==> config.mk <==
export PLATFORM = sky130hd
export DESIGN_NAME = led_blink_mode_ctrl
export DESIGN_NICKNAME = d
export VERILOG_FILES = /design/src/rtl/led_ctrl_pkg.sv /design/src/rtl/led_blink_mode_ctrl_input_debounce.sv /design/src/rtl/led_blink_mode_ctrl.sv
export SDC_FILE = /design/constraint.sdc
export NUM_CORES = 1
export LEC_CHECK = 0
export CAP_MARGIN = 0
export CORE_UTILIZATION = 35
export CTS_CLUSTER_DIAMETER = 200
export DETAILED_ROUTE_END_ITERATION = 16
export SETUP_SLACK_MARGIN = 0.02
export SYNTH_ARGS = -nofsm -noshare
export SYNTH_HDL_FRONTEND = slang
export SYNTH_SLANG_ARGS = --single-unit
==> constraint.sdc <==
create_clock -name clk -period 2.3 [get_ports clk]
set_clock_uncertainty 0.15 [all_clocks]
set_input_delay 0.345 -clock clk [delete_from_list [all_inputs] [get_ports clk]]
set_output_delay 0.345 -clock clk [all_outputs]
set_load 0.005 [all_outputs]
==> src/rtl/led_ctrl_pkg.sv <==
// rtl/led_ctrl_pkg.sv - mode encoding, step base and mapping helpers for the LED blink controller
package led_ctrl_pkg;

  typedef enum logic [1:0] {
    MODE_OFF  = 2'b00,
    MODE_SLOW = 2'b01,
    MODE_FAST = 2'b10,
    MODE_ALT  = 2'b11
  } mode_t;

  localparam int unsigned STEP_BASE = 1;

  function automatic mode_t next_mode(input mode_t m);
    mode_t n;
    case (m)
      MODE_OFF:  n = MODE_SLOW;
      MODE_SLOW: n = MODE_FAST;
      MODE_FAST: n = MODE_ALT;
      MODE_ALT:  n = MODE_OFF;
      default:   n = MODE_OFF;
    endcase
    return n;
  endfunction

  function automatic logic [1:0] led_map(input mode_t m, input logic tap);
    logic [1:0] l;
    case (m)
      MODE_OFF:  l = 2'b00;
      MODE_SLOW: l = {tap, tap};
      MODE_FAST: l = {tap, tap};
      MODE_ALT:  l = {~tap, tap};
      default:   l = 2'b00;
    endcase
    return l;
  endfunction

endpackage

==> src/rtl/led_blink_mode_ctrl_input_debounce.sv <==
// rtl/led_blink_mode_ctrl_input_debounce.sv - 2-flop synchroniser, optional debounce filter and rising-edge pulse
// Build option: LED_CTRL_DEBOUNCE_EN enables the stability-window filter after the synchroniser.
module input_debounce #(
  parameter int DB_CYCLES = 4
) (
  input  logic clk,
  input  logic rst,
  input  logic raw,
  output logic press
);

  logic sync1;
  logic sync2;
  logic level;
  logic level_d;

  always_ff @(posedge clk or posedge rst) begin
    if (rst) begin
      sync1 <= 1'b0;
      sync2 <= 1'b0;
    end else begin
      sync1 <= raw;
      sync2 <= sync1;
    end
  end

  // Windows shorter than two cycles cannot be expressed by the filter counter
  if (DB_CYCLES < 2) begin : g_db_cycles_below_min
  end

`ifdef LED_CTRL_DEBOUNCE_EN
  localparam int DB_W = $clog2(DB_CYCLES);
  localparam logic [DB_W-1:0] DB_LAST = DB_W'(DB_CYCLES - 1);

  logic [DB_W-1:0] db_cnt;
  logic            db_level;

  always_ff @(posedge clk or posedge rst) begin
    if (rst) begin
      db_cnt   <= '0;
      db_level <= 1'b0;
    end else if (sync2 == db_level) begin
      db_cnt <= '0;
    end else if (db_cnt == DB_LAST) begin
      db_level <= sync2;
      db_cnt   <= '0;
    end else begin
      db_cnt <= db_cnt + 1'b1;
    end
  end

  assign level = db_level;
`else
  assign level = sync2;
`endif

  always_ff @(posedge clk or posedge rst) begin
    if (rst) begin
      level_d <= 1'b0;
    end else begin
      level_d <= level;
    end
  end

  assign press = level & ~level_d;

endmodule

==> src/rtl/led_blink_mode_ctrl.sv <==
// rtl/led_blink_mode_ctrl.sv - push-button mode FSM, phase counter and LED mapping for a two-LED blinker
// Build option: define LED_CTRL_DEBOUNCE_EN to debounce btn over DB_CYCLES clocks.
module led_blink_mode_ctrl
  import led_ctrl_pkg::*;
#(
  parameter int CNT_W     = 26,
  parameter int DB_CYCLES = 1000000
) (
  input  logic       clk,
  input  logic       rst,
  input  logic       btn,
  input  logic [1:0] sw,
  output logic [1:0] led,
  output logic [1:0] mode
);

  logic [1:0]       sw_sync1;
  logic [1:0]       sw_sync2;
  logic             press;
  mode_t            mode_q;
  mode_t            mode_n;
  logic [CNT_W-1:0] cnt;
  logic [CNT_W-1:0] cnt_n;
  logic [CNT_W-1:0] step;
  logic [1:0]       led_q;
  logic [1:0]       led_n;

  input_debounce #(
    .DB_CYCLES (DB_CYCLES)
  ) u_btn (
    .clk   (clk),
    .rst   (rst),
    .raw   (btn),
    .press (press)
  );

  // Switches are level controls, so synchronising them is enough
  always_ff @(posedge clk or posedge rst) begin
    if (rst) begin
      sw_sync1 <= 2'b00;
      sw_sync2 <= 2'b00;
    end else begin
      sw_sync1 <= sw;
      sw_sync2 <= sw_sync1;
    end
  end

  always_ff @(posedge clk or posedge rst) begin
    if (rst) begin
      mode_q <= MODE_OFF;
    end else begin
      mode_q <= mode_n;
    end
  end

  always_comb begin
    mode_n = mode_q;
    if (press) begin
      mode_n = next_mode(mode_q);
    end
  end

  always_comb begin
    step = CNT_W'(STEP_BASE) << sw_sync2[0];
    if (mode_q == MODE_FAST) begin
      step = step << 1;
    end
  end

  // A press restarts the blink phase, overriding freeze and step
  always_comb begin
    cnt_n = cnt + step;
    if (press) begin
      cnt_n = '0;
    end else if (sw_sync2[1]) begin
      cnt_n = cnt;
    end
  end

  always_ff @(posedge clk or posedge rst) begin
    if (rst) begin
      cnt <= '0;
    end else begin
      cnt <= cnt_n;
    end
  end

  always_comb begin
    led_n = led_map(mode_q, cnt[CNT_W-1]);
  end

  always_ff @(posedge clk or posedge rst) begin
    if (rst) begin
      led_q <= 2'b00;
    end else begin
      led_q <= led_n;
    end
  end

  assign led  = led_q;
  assign mode = mode_q;

endmodule

==> metrics.txt <==
CP endpoint kind flip-flop; RSZ-0062 raised after global routing yes; gr busiest metal met2; Antenna Nets Post-Route 0; Worst R2R End cnt[16]$_DFFE_PP0P_; Seq/Total Area, Yosys 49.9%; CTS Buf Count 5; Reg2Reg Depth 9; DPL Wire Length 2.52 mm; Crit Reg-Reg Startpoint mode[0]$_DFFE_PP0P_; Power Dens Cells 822 nW/µm²; largest net degree at the start of global routing 38; gr ovfl total 0; leading area contributor after synthesis dfrtp_1; first-pass GRT wire length roughly 6.6 mm; CTS Root Buffer Type clkbuf_8; Ys Warns 0; Buffers on Ports 8; die width approximately 75 µm; DRC 0; EDFF count, synth 0; hold_buf cts 0; min Tclk post-route roughly 2.3 ns; pre-CTS WS -0.137 ns; core area between 5000 and 6000 µm²; Synth top area share between 40% and 50%; Yosys reg bits 37; GR Util met1 about 20%; post-layout net count approximately 230; Setup violations, final 0; initial core utilization between 30% and 40%; most frequent cells in the layout 37 x dfrtp_1, 20 x buf_4, 15 x nand2_1, 12 x a21oi_1, 12 x nor2_1; clk_lat worst skew a little under 0.3 ns; met3 usage 3.61%; asr flop ratio synth 100%; Util after Layout 46.5%; Setup crit start kind flip-flop; syn_area_per_cell around 10 µm²; via count about 1500; Vias/cell ~5.3; Mapped Nets a little under 200; FILL cells approximately 480; gpl congestion approximately 0.76; Main synth FF type dfrtp_1; Sink Count 37; outcome finished, final reports clean; vias in the first global route 1429; routed wire length between 4 and 5 mm; Final Hold Viols 0; Syn Std Cell Area between 1500 and 2000 µm²; DR pass1 iterations 4; Lkg Pwr 1.05 nW; row count 26; setup TNS 0 ns; commonest non-fill, non-tap cell in the layout dfrtp_1; P&R area growth vs syn 28.0%; Clock Path Buffers 2; r2r setup slk approximately 0.024 ns; clock-pin slew on the worst setup and hold paths about 0.080 ns; fin area between 2000 and 2500 µm²; Die Height around 75 µm; crit share post-route 98.9%; Critical path origin mode[0]$_DFFE_PP0P_; Worst Path Max Fanout 5; fraction of layout cells with a size suffix above 1 between 20 and 25%; CP Capture Point cnt[16]$_DFFE_PP0P_; WP data arrival 2.35 ns; number of antenna violations at the first check in global routing 0; Hold Startpoint sw_sync1[1]$_DFF_PP0_; DR iter-0 viols 66; H-tree levels 2; met2 Use GR around a quarter; Synth cell types 36; Placed Area approximately 2100 µm²; fmax roughly 0.44 GHz; # Max-Cap Violations 0; Synth area leaders dfrtp_1 50%, ha_1 5.4%, a21oi_1 4.0%; die area about 5600 µm²; Worst Max-Slew Pin Slew around 0.48 ns; Setup CP Type flip-flop to flip-flop; GR Util All Layers 16.1%; Peak VDD IR around 0.36 mV; CTS tree done; Final Slew Violations 0; diode count 0; Worst Hold Class flip-flop to flip-flop; IO Count 9; Slew Limit Headroom roughly 68%; WL/cell approximately 15 µm; final worst slack around 0.024 ns; Synth Instances around 180; WP data required roughly 2.4 ns
## synth_stat cells, drive strengths merged (2+ instances only)
| master | instances |
|---|---|
| a21o | 4 |
| a21oi | 15 |
| a31oi | 2 |
| a41o | 2 |
| and3 | 2 |
| and4 | 2 |
| clkbuf | 6 |
| dfrtp | 37 |
| ha | 8 |
| inv | 6 |
| mux2i | 6 |
| nand2 | 15 |
| nand2b | 5 |
| nand3 | 3 |
| nand4 | 9 |
| nor2 | 12 |
| nor3b | 2 |
| nor4 | 3 |
| o21ai | 8 |
| o31ai | 6 |
| or3 | 5 |
| or4 | 8 |
| xnor2 | 3 |
| xor2 | 2 |
## how the worst min path moves through the flow
stage,endpoint,slack [ns],depth (start not counted)
global placement,sw_sync2[1]$_DFF_PP0_,0.19,0
floorplan,sw_sync2[0]$_DFF_PP0_,0.18,0
CTS,sw_sync2[1]$_DFF_PP0_,0.21,0
finish,sw_sync2[1]$_DFF_PP0_,0.20,0
detailed placement,sw_sync2[1]$_DFF_PP0_,0.19,0
global route,sw_sync2[1]$_DFF_PP0_,0.21,0
## state kept, by name, summed over array words and instances, names as in the netlist
signal,cells
u_btn.level_d,1
u_btn.sync1,1
cnt,26
sw_sync1,2
sw_sync2,2
u_btn.level,1
led,2
mode,2
## per-layer routing
metal	share of wire [%]	wire, µm
met1	48	1970
met2	49	2030
met3	2.0	84
met4	1.2	50
met5	0	0
## final cells by class
| type | count | area (µm²) | share of cell area (%) |
|---|---|---|---|
| inverter | 6 | 22.5 | 0.949 |
| clock buffer | 5 | 68.8 | 2.90 |
| multi-input combinational | 133 | 1020 | 43.0 |
| sequential | 37 | 926 | 39.0 |
| clock inverter | 3 | 17.5 | 0.738 |
| timing repair buffer | 28 | 230 | 9.70 |
| tap | 70 | 87.6 | 3.69 |
## cell families after synthesis
family / count (synthesis) / share of synthesized area [%]
flops: 37 / 49.9
mux: 7 / 3.85
buf+inv: 12 / 2.97
simple gates: 71 / 22.0
compound gates: 38 / 12.4
fa+ha+maj: 9 / 6.48
xor+xnor: 5 / 2.36
## power by group
group | internal (W) | total (W) | leakage [nW] | switching, W
Sequential | 0.000711 | 0.000766 | 0.493 | 0.0000548
Clock | 0.000209 | 0.000451 | 0.0439 | 0.000242
Combinational | 0.000369 | 0.000733 | 0.515 | 0.000364
Total | 0.00129 | 0.00195 | 1.05 | 0.000660
## stage by stage
step / total power (W) / hold WS [ns] / instances
3_3_place_gp: 0.00129 / 0.186 / 266
3_5_place_dp: 0.00130 / 0.193 / 266
4_1_cts: 0.00182 / 0.205 / 277
5_1_grt: 0.00208 / 0.209 / 282
2_1_floorplan: 0.00109 / 0.181 / 179
6_report: 0.00195 / 0.202 / 282
## worst max-delay path: stages (launching register included)
cell     delay (ns)
dfrtp_1        0.39
inv_2          0.08
ha_4           0.14
inv_2          0.04
ha_4           0.26
fa_2           0.22
a21o_1         0.19
nand4_1        0.21
or3_4          0.39
a21oi_2        0.14
## what timing repair did
item | 4_1_cts | 5_1_grt
endpoints found under the hold margin | 0 | 0
pin swaps | 12 | 5
setup endpoints to repair | 19 | 17
gates resized for setup | 6 | 6
cloned | 0 | 3
setup buffers | 4 | 2
Note: power is estimated with default switching activity, not from simulation.
